### config.mk
export PLATFORM = sky130hd
export DESIGN_NAME = decode_stage
export DESIGN_NICKNAME = d
export VERILOG_FILES = /design/src/rtl/decode_pkg.sv /design/src/rtl/decode_skid_buf.sv /design/src/rtl/decode_stage.sv
export SDC_FILE = /design/constraint.sdc
export NUM_CORES = 1
export LEC_CHECK = 0
export CAP_MARGIN = 25
export CORE_UTILIZATION = 49
export CTS_CLUSTER_SIZE = 10
export DETAILED_ROUTE_END_ITERATION = 8
export PLACE_DENSITY = 0.79
export SYNTH_ARGS = -nofsm -noshare
export SYNTH_HDL_FRONTEND = slang
export SYNTH_HIERARCHICAL = 1
export SYNTH_SLANG_ARGS = --single-unit
### constraint.sdc
create_clock -name clk -period 1.4 [get_ports clk]
set_clock_uncertainty 0.15 [all_clocks]
set_input_delay 0.14 -clock clk [delete_from_list [all_inputs] [get_ports clk]]
set_output_delay 0.14 -clock clk [all_outputs]
set_load 0.05 [all_outputs]
### src/rtl/decode_pkg.sv
// decode_pkg: shared widths, the decoded-instruction record and the field
// splitter used by the decode stage.
//
// Contents:
//   width constants  OP_W, REG_W, FUNC_W, APB_ADDR_W, DEV_W, IMM_W, ADDR_W
//   derived          LOW_W, INST_W, APB_DATA_W, PFX_W (prefix field width)
//   decoded_t        all decoded output fields plus the illegal flag
//   decode_fields    pure combinational split of one instruction word
//
// Instruction layout, MSB first:
//   opcode[OP_W] | apb_addr[APB_ADDR_W] | rd[REG_W] | ra[REG_W] | rb[REG_W] | func[FUNC_W]
// apb_data and apb_device overlay the low LOW_W bits.
package decode_pkg;

    localparam int OP_W       = 4;
    localparam int REG_W      = 3;
    localparam int FUNC_W     = 3;
    localparam int APB_ADDR_W = 8;
    localparam int DEV_W      = 4;
    localparam int IMM_W      = 8;
    localparam int ADDR_W     = 8;

    localparam int LOW_W      = 3*REG_W + FUNC_W;
    localparam int INST_W     = OP_W + APB_ADDR_W + LOW_W;
    localparam int APB_DATA_W = LOW_W - DEV_W;
    localparam int PFX_W      = IMM_W - LOW_W/2;

    typedef struct packed {
        logic [OP_W-1:0]       opcode;
        logic [REG_W-1:0]      rd_addr;
        logic [REG_W-1:0]      ra_addr;
        logic [REG_W-1:0]      rb_addr;
        logic [FUNC_W-1:0]     func;
        logic [IMM_W-1:0]      imm;
        logic [ADDR_W-1:0]     addr;
        logic [APB_ADDR_W-1:0] apb_addr;
        logic [APB_DATA_W-1:0] apb_data;
        logic [DEV_W-1:0]      apb_device;
        logic                  illegal;
    } decoded_t;

    // The illegal flag depends on a per-instance mask, so it is left clear
    // here and filled in by the stage.
    function automatic decoded_t decode_fields(input logic [INST_W-1:0] inst);
        decoded_t                  d;
        logic [REG_W+FUNC_W-1:0]   imm_raw;
        logic [2*REG_W:0]          addr_raw;
        d.opcode     = inst[INST_W-1 -: OP_W];
        d.apb_addr   = inst[LOW_W +: APB_ADDR_W];
        d.rd_addr    = inst[LOW_W-1 -: REG_W];
        d.ra_addr    = inst[LOW_W-REG_W-1 -: REG_W];
        d.rb_addr    = inst[FUNC_W +: REG_W];
        d.func       = inst[FUNC_W-1:0];
        // rd's MSB is the sign of the {rd, func} immediate
        imm_raw      = {d.rd_addr, d.func};
        d.imm        = IMM_W'($signed(imm_raw));
        addr_raw     = inst[2*REG_W:0];
        d.addr       = ADDR_W'($signed(addr_raw));
        d.apb_data   = inst[LOW_W-1 -: APB_DATA_W];
        d.apb_device = inst[DEV_W-1:0];
        d.illegal    = 1'b0;
        return d;
    endfunction

endpackage

### src/rtl/decode_skid_buf.sv
// decode_skid_buf: two-entry valid/ready pipeline register with a skid slot.
// The output register holds the head entry; the skid register catches one
// word accepted while the head is stalled. in_ready is a flop, so there is
// no combinational path from out_ready back to in_ready.
//
// Ports:
//   clk, rst_n           clock, synchronous active-low reset
//   flush                drop both entries and any word offered this cycle
//   in_valid / in_ready  upstream handshake (in_ready low during reset)
//   in_data              entry to store
//   out_valid/out_ready  downstream handshake
//   out_data             head entry, stable while stalled
module decode_skid_buf
    import decode_pkg::*;
#(
    parameter type data_t = decoded_t
) (
    input  logic  clk,
    input  logic  rst_n,
    input  logic  flush,
    input  logic  in_valid,
    output logic  in_ready,
    input  data_t in_data,
    output logic  out_valid,
    input  logic  out_ready,
    output data_t out_data
);

    logic  ov, sv, ready_q;
    data_t out_q, skid_q;
    logic  drain, accept, ov_next, sv_next;
    data_t out_next, skid_next;

    // Next-state selection. The skid slot only fills while the head is
    // stalled, and in_ready is low whenever it is full, so a skid refill
    // and a fresh accept never collide.
    always_comb begin
        drain     = ov && out_ready;
        accept    = in_valid && ready_q;
        ov_next   = ov;
        sv_next   = sv;
        out_next  = out_q;
        skid_next = skid_q;
        if (flush) begin
            ov_next = 1'b0;
            sv_next = 1'b0;
        end else if (!ov || drain) begin
            if (sv) begin
                out_next = skid_q;
                ov_next  = 1'b1;
                sv_next  = 1'b0;
            end else if (accept) begin
                out_next = in_data;
                ov_next  = 1'b1;
            end else begin
                ov_next  = 1'b0;
            end
        end else if (accept) begin
            skid_next = in_data;
            sv_next   = 1'b1;
        end
    end

    // ready_q mirrors !sv except in reset, where it is forced low.
    always_ff @(posedge clk) begin
        if (!rst_n) begin
            ov      <= 1'b0;
            sv      <= 1'b0;
            ready_q <= 1'b0;
            out_q   <= '0;
            skid_q  <= '0;
        end else begin
            ov      <= ov_next;
            sv      <= sv_next;
            ready_q <= !sv_next;
            out_q   <= out_next;
            skid_q  <= skid_next;
        end
    end

    assign in_ready  = ready_q;
    assign out_valid = ov;
    assign out_data  = out_q;

endmodule

### src/rtl/decode_stage.sv
// decode_stage: registered instruction decode between fetch and execute.
// Each accepted word is split into its fields by decode_pkg::decode_fields
// and queued in a two-entry skid buffer, giving one-cycle latency and full
// throughput with a registered in_ready.
//
// Optional feature macro: DECODE_PREFIX_EN. When defined, an instruction
// with opcode PREFIX_OP produces no output but latches upper immediate bits
// that replace the sign extension of the next decoded instruction.
//
// Ports:
//   clk, rst_n            clock, synchronous active-low reset
//   flush                 discard everything buffered (and the prefix)
//   in_valid/in_ready     fetch-side handshake, inst is the word
//   out_valid/out_ready   execute-side handshake
//   opcode, rd_addr, ra_addr, rb_addr, func, imm, addr,
//   apb_addr, apb_data, apb_device, illegal   decoded fields
//
// The width parameters must match the constants in decode_pkg, which fix
// the layout of decoded_t.
module decode_stage #(
    parameter int                               OP_W         = decode_pkg::OP_W,
    parameter int                               REG_W        = decode_pkg::REG_W,
    parameter int                               FUNC_W       = decode_pkg::FUNC_W,
    parameter int                               APB_ADDR_W   = decode_pkg::APB_ADDR_W,
    parameter int                               DEV_W        = decode_pkg::DEV_W,
    parameter int                               IMM_W        = decode_pkg::IMM_W,
    parameter int                               ADDR_W       = decode_pkg::ADDR_W,
    parameter logic [(1<<decode_pkg::OP_W)-1:0] ILLEGAL_MASK = 16'h0000,
    parameter logic [decode_pkg::OP_W-1:0]      PREFIX_OP    = 4'hF
) (
    input  logic                              clk,
    input  logic                              rst_n,
    input  logic                              flush,
    input  logic                              in_valid,
    output logic                              in_ready,
    input  logic [decode_pkg::INST_W-1:0]     inst,
    output logic                              out_valid,
    input  logic                              out_ready,
    output logic [OP_W-1:0]                   opcode,
    output logic [REG_W-1:0]                  rd_addr,
    output logic [REG_W-1:0]                  ra_addr,
    output logic [REG_W-1:0]                  rb_addr,
    output logic [FUNC_W-1:0]                 func,
    output logic [IMM_W-1:0]                  imm,
    output logic [ADDR_W-1:0]                 addr,
    output logic [APB_ADDR_W-1:0]             apb_addr,
    output logic [decode_pkg::APB_DATA_W-1:0] apb_data,
    output logic [DEV_W-1:0]                  apb_device,
    output logic                              illegal
);

    import decode_pkg::*;

    decoded_t dec;
    decoded_t head;
    logic     push_valid;

`ifdef DECODE_PREFIX_EN
    logic             pfx_valid;
    logic [PFX_W-1:0] pfx;
    logic             is_prefix;
    logic             accept;

    assign is_prefix = (inst[INST_W-1 -: OP_W] == PREFIX_OP);
    assign accept    = in_valid && in_ready;

    // A pending prefix supplies the upper immediate bits in place of the
    // sign extension.
    always_comb begin
        dec         = decode_fields(inst);
        dec.illegal = ILLEGAL_MASK[dec.opcode];
        if (pfx_valid) begin
            dec.imm = {pfx, dec.rd_addr, dec.func};
        end
    end

    // Prefix words are consumed here and never reach the buffer.
    assign push_valid = in_valid && !is_prefix;

    // A later prefix overwrites an earlier one; the next real instruction
    // consumes it.
    always_ff @(posedge clk) begin
        if (!rst_n || flush) begin
            pfx_valid <= 1'b0;
            pfx       <= '0;
        end else if (accept) begin
            if (is_prefix) begin
                pfx_valid <= 1'b1;
                pfx       <= inst[LOW_W +: PFX_W];
            end else begin
                pfx_valid <= 1'b0;
            end
        end
    end
`else
    logic unused_prefix_op;

    always_comb begin
        dec         = decode_fields(inst);
        dec.illegal = ILLEGAL_MASK[dec.opcode];
    end

    assign push_valid       = in_valid;
    assign unused_prefix_op = ^PREFIX_OP;
`endif

    decode_skid_buf #(
        .data_t (decoded_t)
    ) u_skid (
        .clk       (clk),
        .rst_n     (rst_n),
        .flush     (flush),
        .in_valid  (push_valid),
        .in_ready  (in_ready),
        .in_data   (dec),
        .out_valid (out_valid),
        .out_ready (out_ready),
        .out_data  (head)
    );

    assign opcode     = head.opcode;
    assign rd_addr    = head.rd_addr;
    assign ra_addr    = head.ra_addr;
    assign rb_addr    = head.rb_addr;
    assign func       = head.func;
    assign imm        = head.imm;
    assign addr       = head.addr;
    assign apb_addr   = head.apb_addr;
    assign apb_data   = head.apb_data;
    assign apb_device = head.apb_device;
    assign illegal    = head.illegal;

endmodule

# Word level (Yosys, flattened, before mapping)
# Memory sizes are Yosys's and may differ from the RTL's.
# Cells that the tools add are included.
dict set report word_totals {
  register_bits 106
  rom_bits 16
  inputBits 29
  mem_count 1
  latchBits 0
  ram_bits 0
  word_cells 47
  out_inout_bits 55
}
# name depth width read_ports rd_ports_with_merged_regs wr line
set memory_table {}
lappend memory_table {{(name not given)} 16 1 1 0 0 decode_stage.sv:100} ;# dec.illegal = ILLEGAL_MASK[dec.opcode];
dict set report classes {
  bitwise_logic 3
  n_lt_le_gt_ge 1
  n_eq_ne 0
  n_mul 0
  shifts 0
  add_sub_neg 0
  n_mux 8
  div_mod_pow 0
  n_reduce_logical 9
}
# op n
set ops {}
lappend ops {{2-to-1 mux 53 bit} 2}
lappend ops {{2-to-1 mux 1 bit} 6}
lappend ops {{AND reduction 3 bit} 2}
lappend ops {{< comparator 4 x 5 -> 1 bit, second input constant} 1}
lappend ops {{inverter 1 bit} 3}
lappend ops {{logical AND 1 bit} 2}
lappend ops {{zero test 1 bit} 2}
lappend ops {{nonzero test 2 bit} 1}
lappend ops {{OR reduction 2 bit} 1}
lappend ops {{logical OR 1 bit} 1}

# Logic depth before layout (Yosys ltp)
# Gate-level depths: netlist (run 1).
dict set report depth {
  word_depth 5
  ltp_mapped 6
}

# Cells and area by module
# Netlist (run 1), hierarchy kept.
# module seq_area_each_um2 area_per_inst_um2 cells_per_inst n_inst
set by_module_without_submodules {}
lappend by_module_without_submodules {decode_skid_buf 2182.1 4914.7 531 1}
lappend by_module_without_submodules {decode_stage 0.0 3.8 1 1}

# Worst setup path before layout (run 1)
# OpenSTA, ideal clock, no wires.
dict set report synth_timing {
  path_type {flip-flop to flip-flop}
  start {register u_skid.ready_q, in the netlist u_skid/in_ready}
  end {register u_skid.out_q, in the netlist u_skid/out_data[0]}
  t_arrival_ns 1.563
  required_ns 1.130
  path_slack_ns -0.433
  path_stages_with_launch 6
  setup_time_ns 0.120
  path_cell_list {dfxtp_1 a21oi_2 or3b_1 buf_4 buf_6 mux2i_1}
}
dict set report synth_between {
  elab_chain_len 3
}
# element line
set synth_rtl {}
lappend synth_rtl {{from (decl)} decode_skid_buf.sv:29} ;# logic ov, sv, ready_q;
lappend synth_rtl {{from (signal assigned)} decode_skid_buf.sv:75} ;# ready_q <= !sv_next;
lappend synth_rtl {{logical AND 1 bit} decode_skid_buf.sv:39} ;# accept = in_valid && ready_q;
lappend synth_rtl {{nonzero test 2 bit (no line)} -}
lappend synth_rtl {{AND reduction 3 bit (no line)} -}
lappend synth_rtl {{to (signal assigned)} decode_skid_buf.sv:76} ;# out_q <= out_next;
lappend synth_rtl {{to (decl)} decode_skid_buf.sv:30} ;# data_t out_q, skid_q;
# Every way passes these cells.
# A chain may end at the register's enable or synchronous reset.

# Worst setup path in the final report (run 1)
dict set report layout_timing {
  start {register u_skid.ready_q, in the netlist u_skid/in_ready}
  end {register u_skid/skid_q[49] (netlist name)}
}
dict set report layout_between {
  elab_chain_len 2
}
# element line
set layout_rtl {}
lappend layout_rtl {{logical AND 1 bit} decode_skid_buf.sv:39}
lappend layout_rtl {{AND reduction 3 bit (no line)} -}
lappend layout_rtl {{to (signal assigned)} decode_skid_buf.sv:77} ;# skid_q <= skid_next;
lappend layout_rtl {{to (decl)} decode_skid_buf.sv:30}
# Every way passes these cells.

==> impl_results.md, run 1 <==
* Comb power frac at 15.8%
* CTS tree: done
* GR Util met2 at 40.22%
* Non-Filler Instances at 757
* Fmax at 669.2 MHz
* Die Y at 102.2 um
* Top Usage Layer GRT: met2
* M1 GR Usage at 27.42%
* Setup TNS at -4.893 ns
* Sequential power share at 52.1%
* Count of pins over their slew limit at 0
* Final instance area at 7010 um2
* Finish-stage setup viols at 105
* CTS root buf: clkbuf_8
* Status: complete, but fails checks
* Slowest CP cell: dfxtp_4
* Min-delay worst type: input port to flop
* Clock buffer count from CTS at 9
* Syn avg cell area at 9.245 um2
* Switching share of power at 27.53%
* Count of different cell masters after synthesis at 16
* Clock tree buffer depth at 2
* Launching element type of the critical path: flop
* Drt wl/cell at 15.51 um
* Static leakage at 2.906 nW
* Total of max-cap violations at 0
* Share of post-route cells with drive strength above 1 at 26.60%
* Failing checks: negative setup slack
* CP cell instances: nand2_1 > nor3_4 > buf_6 > buf_12 > mux2i_1
* Met3 Usage GRT at 4.241%
* Number of antenna violations at the first check in global routing at 0
* Vias at 3,870
* Clock share of power at 32.2%
* Inserted Diodes at 0
* Antenna viol nets, final at 0
* Grt total ovfl at 0
* GRT Total Usage at 22.89%
* Final WL at 11.74 mm
* Post-placement cell area at 6605 um2
* Setup crit end kind: flop
* Pwr dens at 882.9 nW/um2
* Syn. warnings at 6
* Worst-path fanout max at 7
* First-pass GRT wire length at 18.35 mm
* Internal Power at 4.486 mW
* Cell Count Post-Placement at 733
* Synthesized cell area at 4918 um2
* Maximum vdd drop at 0.0006257 V
* Area growth, synth to finish at 42.53%
* Vias/cell at 5.112
* Sink Count at 109
* # rows at 36
* Worst EP arrival at 1.64 ns
* Residual DRC at 0
* Seq/Total Area, Yosys at 44.37%
* Kind of critical path: flop to flop
* Post-layout min period at 1.494 ns
* Final Hold Viols at 0
* NetSw at 1.704 mW
* Vias in the first global route at 3,893
* #FFs+latches synth at 109
* Placer Congestion at 0.7231
* Die width at 102.2 um
* RSZ-0062 raised after global routing: true
* NumNets Final at 648
* Final Util at 72.06%
* Setup ws final at -0.09431 ns
* Full die area at 10,440 um2
* Largest net degree at the start of global routing at 80
* Worst EP required at 1.55 ns
* Clock slew at reported path FFs at 0.11 ns
* Depth of the CTS H-tree at 3
* Core box area at 9729 um2
* Ports at 84
* Starting density of the core at 50.55%
* Dpl hpwl at 7.367 mm
* Detailed Routing Iterations Pass 1 at 4
* Max incr delay on CP at 0.38 ns
* Post-Synthesis Cells at 532
* IO buf count at 83
* Final period utilization at 106.7%
* Worst-Skew Late Latency at 0.38 ns
* Initial drt markers at 194
* Power consumption at 6.190 mW
[sequential cells by signal, summed over array words and instances, names as in the netlist]
register          flops
u_skid/in_ready       1
u_skid/out_data      53
u_skid/out_valid      1
u_skid/skid_q        53
u_skid/sv             1
[cell families after synthesis]
family	synth area share, %
AO/OA/AOI/OAI	0.4579
buffers and inverters	4.426
flip-flops	44.37
multiplexers	33.71
other	0.07624
AND/OR/NAND/NOR	16.97
[routing by layer]
layer | routed length [um] | part of all wire, %
met3 | 356 | 3.0
met1 | 5082 | 43
met5 | 0 | 0
met2 | 6069 | 52
met4 | 228 | 1.9
[power by group through the flow]
stage | clock [mW] | combinational, mW | sequential (mW)
after detailed placement | 0 | 0.960 | 3.30
after CTS | 2.03 | 0.971 | 3.22
after global routing | 2.15 | 1.03 | 3.23
after floorplan | 0 | 0.334 | 3.45
after global placement | 0 | 0.935 | 3.29
final | 1.99 | 0.976 | 3.22
[worst paths after layout]
| check | from | endpoint | slack, ns | depth (start not counted) |
|---|---|---|---|---|
| setup / recovery | u_skid/in_ready$_SDFF_PN0_ | u_skid/skid_q[49]$_SDFFE_PN0P_ | -0.09 | 5 |
| hold / removal | inst[17] | u_skid/skid_q[18]$_SDFFE_PN0P_ | 0.19 | 3 |
| setup reg to reg | u_skid/in_ready$_SDFF_PN0_ | u_skid/skid_q[49]$_SDFFE_PN0P_ | -0.09 | 5 |
| hold reg to reg | u_skid/skid_q[51]$_SDFFE_PN0P_ | u_skid/skid_q[51]$_SDFFE_PN0P_ | 0.31 | 2 |
[stage by stage]
stage	setup WS (ns)	hold WS [ns]
2_1_floorplan	-0.1454	0.06661
3_3_place_gp	-0.3633	0.2884
3_5_place_dp	-0.4094	0.2974
4_1_cts	-0.06922	0.1794
5_1_grt	-0.1182	0.2029
6_report	-0.09431	0.1898
[timing repair]
item / in CTS / in global routing
endpoints found under the hold margin: 11 / 0
resized for setup: 9 / 2
setup buffers: 2 / 0
endpoints found under the setup margin: 105 / 106
gates cloned: 3 / 2
hold buffers: 1 / 0
[synth_stat cells]
master,instances,area [um2]
mux2_2,53,596.8
or3b_1,1,8.760
nor3_1,1,5.000
dfxtp_1,109,2182
buf_4,2,15.01
o31a_1,1,8.760
nor4b_1,1,8.760
buf_6,5,56.30
clkbuf_1,23,86.33
conb_1,1,3.750
nand2_1,213,799.5
buf_2,12,60.06
a21oi_1,1,5.000
nand2b_1,2,12.51
a21oi_2,1,8.760
mux2i_1,106,1061
[worst max-delay path, delay by kind of cell (launching register included)]
kind | cells | cell delay [ns]
simple gates | 2 | 0.35
mux | 1 | 0.21
buf+inv | 2 | 0.35
flops | 1 | 0.38
[final cells by class]
type | count | area, um2
flip-flops and latches | 109 | 2193
repair buffers | 117 | 1892
clock buffers | 9 | 123.9
multi-input cells | 382 | 2555
clock inverters | 7 | 80.08
fillers | 687 | 2719
well taps | 133 | 166.4
[cells in the final DEF, fill, tap and decap left out]
cell type	count
dlygate4sd3_1	1
nor3_4	1
clkinvlp_4	1
inv_6	2
buf_12	66
mux2i_2	1
nand2b_4	1
or3b_4	1
bufinv_16	1
nand2_1	213
mux2_2	53
inv_8	1
buf_6	6
o31a_1	1
clkinv_4	1
buf_16	3
mux2i_1	105
nand2b_1	1
clkdlybuf4s50_1	27
clkinv_2	1
dfxtp_1	106
nor4b_1	1
buf_4	12
a21oi_4	1
conb_1	2
dfxtp_4	3
a21oi_1	1
clkbuf_16	2
clkbuf_8	9
Note: power is estimated with default switching activity, not from simulation.
==> run 2: changes to the inputs <==
- CORE_ASPECT_RATIO: not set -> 0.6
==> run 2 against run 1 <==
  * Global-route usage grew 1.3 points
  * Critical endpoint is now u_skid/out_data[27]$_SDFFE_PN0P_
  * Die area grew 0.12%
  * The flow still finishes with violations (negative setup slack)
  * Core utilization grew 4.1 points
  * Clock power grew 47%
  * Register-to-register slack lost 0.09 ns
  * Largest power group unchanged
  * Combinational power is essentially flat
==> impl_results.md, run 2 (same netlist as run 1, synthesis figures left out) <==
* Die Y at 79.61 um
* Vias in the first global route at 3,930
* Initial drt markers at 292
* First-pass GRT wire length at 19.61 mm
* Setup TNS at -10.89 ns
* NumNets Final at 650
* GRT Total Usage at 24.18%
* Clock tree buffer depth at 2
* Largest net degree at the start of global routing at 102
* Number of antenna violations at the first check in global routing at 0
* Worst-Skew Late Latency at 0.35 ns
* Residual DRC at 0
* CTS tree: done
* Area growth, synth to finish at 46.45%
* Worst-path fanout max at 11
* Share of post-route cells with drive strength above 1 at 26.68%
* Finish-stage setup viols at 105
* Crit Reg-Reg Endpoint: u_skid/out_data[27]$_SDFFE_PN0P_
* Min-delay worst type: input port to flop
* Setup ws final at -0.1853 ns
* Hold Path End: u_skid/skid_q[19]$_SDFFE_PN0P_
* Status: complete, but fails checks
* Depth of the CTS H-tree at 3
* Launching element type of the critical path: flop
* Ports at 84
* Worst EP required at 1.52 ns
* Cells on worst reg2reg path at 4
* Clock buffer count from CTS at 9
* Die width at 131.3 um
* Full die area at 10,460 um2
* Maximum vdd drop at 0.0006275 V
* Cell depth of the worst hold path at 3
* Final period utilization at 113.2%
* Dpl hpwl at 7.928 mm
* Setup crit end kind: flop
* CTS root buf: clkbuf_16
* RSZ-0062 raised after global routing: true
* Grt total ovfl at 0
* Commonest non-fill, non-tap cells in the layout: nand2_1 (213), dfxtp_1 (106), mux2i_1 (104)
* Clock slew at reported path FFs at 0.07 ns
* Worst r2r src: u_skid/out_valid$_SDFFE_PP0P_
* # rows at 27
* Final Hold Viols at 0
* Count of pins over their slew limit at 0
* Placer Congestion at 0.7897
* Setup WS pre-CTS at -0.5160 ns
* Static leakage at 2.999 nW
* Post-layout min period at 1.585 ns
* Antenna viol nets, final at 0
* Vias/cell at 5.201
* Core box area at 9459 um2
* Final WL at 12.76 mm
* Pwr dens at 992.1 nW/um2
* Final Util at 76.15%
* Starting density of the core at 52.00%
* Sink Count at 109
* Reg2Reg Setup Slack at -0.19 ns
* Total of max-cap violations at 0
* Source of the worst hold timing path: inst[18]
* IO buf count at 83
* Drt wl/cell at 16.87 um
* Inserted Diodes at 0
* Failing checks: negative setup slack
* Worst EP arrival at 1.70 ns
* Kind of critical path: flop to flop
* Commonest non-fill, non-tap cell in the layout: nand2_1
* Fmax at 630.8 MHz
* Vias at 3,932
* Detailed Routing Iterations Pass 1 at 4
[run 2: cell type report]
type	count	area, um2
clock inverters	4	95.09
multi-input cells	382	2559
repair buffers	119	1947
clock buffers	12	246.5
well taps	130	162.7
flip-flops and latches	109	2193
fillers	588	2256
[run 2: report_power, final]
part | switching, mW | leakage (nW) | internal (mW) | total (mW)
clock | 1.12 | 0.167 | 1.80 | 2.92
combinational | 0.516 | 1.95 | 0.490 | 1.01
sequential | 0.0674 | 0.884 | 3.16 | 3.22
[run 2: worst max-delay path: stages (launching register included)]
cell and delay [ns]:
dfxtp_4 0.36, nand2b_4 0.07, or3b_4 0.50, clkbuf_16 0.23, mux2i_1 0.19
[run 2: how the worst max path moves through the flow]
stage	from	to	slack [ns]	cells past startpoint
final	u_skid/out_valid$_SDFFE_PP0P_	u_skid/out_data[27]$_SDFFE_PN0P_	-0.19	4
after global routing	u_skid/in_ready$_SDFF_PN0_	u_skid/out_data[27]$_SDFFE_PN0P_	-0.22	4
after floorplan	u_skid/in_ready$_SDFF_PN0_	u_skid/out_data[0]$_SDFFE_PN0P_	-0.15	5
after global placement	in_valid	u_skid/out_data[32]$_SDFFE_PN0P_	-0.39	5
after detailed placement	in_valid	u_skid/skid_q[25]$_SDFFE_PN0P_	-0.52	6
after CTS	u_skid/out_valid$_SDFFE_PP0P_	u_skid/skid_q[25]$_SDFFE_PN0P_	-0.17	6
[run 2: repair_timing]
action	in CTS	in global routing
gates cloned	3	6
pin swaps	1	1
endpoints found under the hold margin	1	0
hold buffers	1	0
gates resized for setup	10	11
buffers inserted	3	1
endpoints found under the setup margin	106	106
[run 2: stage by stage]
| stage | cell area [um2] | total power, mW | hold slack [ns] | cells |
|---|---|---|---|---|
| 6_report | 7203 | 7.146 | 0.2245 | 756 |
| 5_1_grt | 7203 | 7.358 | 0.2418 | 756 |
| 2_1_floorplan | 4997 | 3.788 | 0.06661 | 533 |
| 3_5_place_dp | 6561 | 4.258 | 0.2960 | 728 |
| 4_1_cts | 7073 | 7.175 | 0.2209 | 751 |
| 3_3_place_gp | 6561 | 4.229 | 0.2774 | 728 |
[run 2: routing by layer]
layer / global-route usage (%) / share of wire [%]
met2: 43.40 / 50
met1: 28.85 / 44
met3: 7.111 / 5.3
met5: 0 / 0
met4: 5.233 / 0.73
==> run 3: changes to the inputs <==
- CORE_UTILIZATION: 49 -> 50
- CTS_BUF_LIST: not set -> sky130_fd_sc_hd__clkbuf_8
- HOLD_SLACK_MARGIN: not set -> 0.05
- PLACE_DENSITY: 0.79 -> 0.78
==> run 3 against run 2 <==
  * The run still ends with negative setup slack left
  * Non-clock buffer count did not move
  * Worst hold slack got worse by 0.041 ns
  * Largest power group unchanged
  * First-iteration DRC count fell by 17%
  * Core utilization fell by 1.3 points
  * Count of clock-buffer cells in the layout fell by 2
  * Combinational power barely moved
  * Via count fell by 1.3%
  * Sequential share of layout area rose by 0.86 points
  * Design area fell by 2.8%
==> impl_results.md, run 3 (same netlist as run 1, synthesis figures left out) <==
* Number of antenna violations at the first check in global routing at 0
* Depth of the CTS H-tree at 3
* Dpl hpwl at 7.944 mm
* Setup crit end kind: flop
* Commonest non-fill, non-tap cell in the layout: nand2_1
* Worst EP required at 1.55 ns
* Placer Congestion at 0.8616
* Full die area at 10,250 um2
* Fmax at 651.2 MHz
* Cell depth of the worst hold path at 3
* Inserted Diodes at 0
* Worst EP arrival at 1.69 ns
* Die width at 130.0 um
* Post-placement cell area at 6591 um2
* Commonest non-fill, non-tap cells in the layout: nand2_1 (212), dfxtp_1 (106), mux2i_1 (105)
* CTS root buf: clkbuf_8
* Finish-stage setup viols at 104
* Failing checks: negative setup slack
* Clock buffer count from CTS at 9
* Vias in the first global route at 3,829
* Largest net degree at the start of global routing at 57
* Pwr dens at 899.6 nW/um2
* Final Hold Viols at 0
* Source of the worst hold timing path: inst[18]
* Count of pins over their slew limit at 0
* Antenna viol nets, final at 0
* Worst-Skew Late Latency at 0.39 ns
* Maximum vdd drop at 0.0006496 V
* Cell Count Post-Placement at 732
* Sink Count at 109
* RSZ-0062 raised after global routing: true
* Worst r2r src: u_skid/out_valid$_SDFFE_PP0P_
* Non-Filler Instances at 755
* Ports at 84
* NumNets Final at 650
* Cells on worst reg2reg path at 4
* Crit Reg-Reg Endpoint: u_skid/out_data[1]$_SDFFE_PN0P_
* Drt wl/cell at 15.76 um
* Reg2Reg Setup Slack at -0.14 ns
* Status: complete, but fails checks
* Final WL at 11.90 mm
* Final instance area at 7004 um2
* Residual DRC at 0
* Setup ws final at -0.1356 ns
* Grt total ovfl at 0
* Vias at 3,881
* Post-layout min period at 1.536 ns
* Detailed Routing Iterations Pass 1 at 4
* Core box area at 9358 um2
* Final Util at 74.85%
* Initial drt markers at 242
* Die Y at 78.83 um
* CTS tree: done
* Share of post-route cells with drive strength above 1 at 26.72%
* M1 GR Usage at 28.56%
* Power consumption at 6.301 mW
* Vias/cell at 5.140
* Hold WS at 0.1837 ns
* Clock slew at reported path FFs at 0.10 ns
* IO buf count at 83
* Top Usage Layer GRT: met2
* Total of max-cap violations at 0
* Min-delay worst type: input port to flop
* Met3 Usage GRT at 8.288%
* Clock tree buffer depth at 2
* Hold Path End: u_skid/skid_q[19]$_SDFFE_PN0P_
* Final period utilization at 109.7%
* Kind of critical path: flop to flop
* Setup WS pre-CTS at -0.4378 ns
* Area growth, synth to finish at 42.41%
* Worst-path fanout max at 20
* # rows at 27
* First-pass GRT wire length at 18.42 mm
* Launching element type of the critical path: flop
* Static leakage at 2.922 nW
* Setup TNS at -7.709 ns
* GR Util met2 at 38.46%
* Starting density of the core at 52.56%
* GRT Total Usage at 23.40%
==> run 3: cell types whose count changed in the layout (fill, tap and decap cells not counted), sizes merged <==
cell	change
clkbuf	-3
clkinvlp	+1
buf	+1
bufinv	-1
inv	+1
==> run 3: worst max-delay path by stage <==
| stage | cells past startpoint | end | from |
|---|---|---|---|
| 3_3_place_gp | 6 | u_skid/skid_q[25]$_SDFFE_PN0P_ | in_valid |
| 2_1_floorplan | 5 | u_skid/out_data[0]$_SDFFE_PN0P_ | u_skid/in_ready$_SDFF_PN0_ |
| 5_1_grt | 4 | u_skid/out_data[1]$_SDFFE_PN0P_ | u_skid/out_valid$_SDFFE_PP0P_ |
| 3_5_place_dp | 6 | u_skid/skid_q[51]$_SDFFE_PN0P_ | in_valid |
| 6_report | 4 | u_skid/out_data[1]$_SDFFE_PN0P_ | u_skid/out_valid$_SDFFE_PP0P_ |
| 4_1_cts | 5 | u_skid/skid_q[3]$_SDFFE_PN0P_ | u_skid/out_valid$_SDFFE_PP0P_ |
==> run 3: worst max-delay path, cell delays in order (launching register included) <==
cell and delay (ns):
dfxtp_4 0.37, nand2b_4 0.08, or3b_4 0.44, buf_12 0.19, mux2i_1 0.21
==> run 3: per-layer routing <==
| metal | part of all wire (%) | up-vias | wire (um) |
|---|---|---|---|
| li1 | - | 1924 | - |
| met1 | 44 | 1859 | 5290 |
| met2 | 48 | 84 | 5696 |
| met3 | 6.1 | 14 | 722 |
| met4 | 1.6 | 0 | 191 |
| met5 | 0 | - | 0 |
==> run 3: area by class of cell <==
cell class                 instances  area [um2]
sequential                       109        2193
fill                             634        2354
clock buffer                      10       137.6
multi-input combinational        382        2562
tap                              130       162.7
timing repair buffer             119        1872
clock inverter                     5       76.32
==> run 3: where the power goes <==
| part | leakage [nW] | switching, mW | internal, mW | total [mW] |
|---|---|---|---|---|
| Combinational | 1.93 | 0.504 | 0.478 | 0.982 |
| Sequential | 0.884 | 0.0670 | 3.16 | 3.22 |
| Clock | 0.110 | 1.06 | 1.04 | 2.10 |
| Total | 2.92 | 1.63 | 4.67 | 6.30 |
==> run 3: timing repair <==
action,CTS,global route
setup endpoints to repair,104,104
pin swaps,1,1
resized for setup,2,14
buffers inserted,0,2
cloned,0,5
endpoints found under the hold margin,12,0
hold buffers,1,0
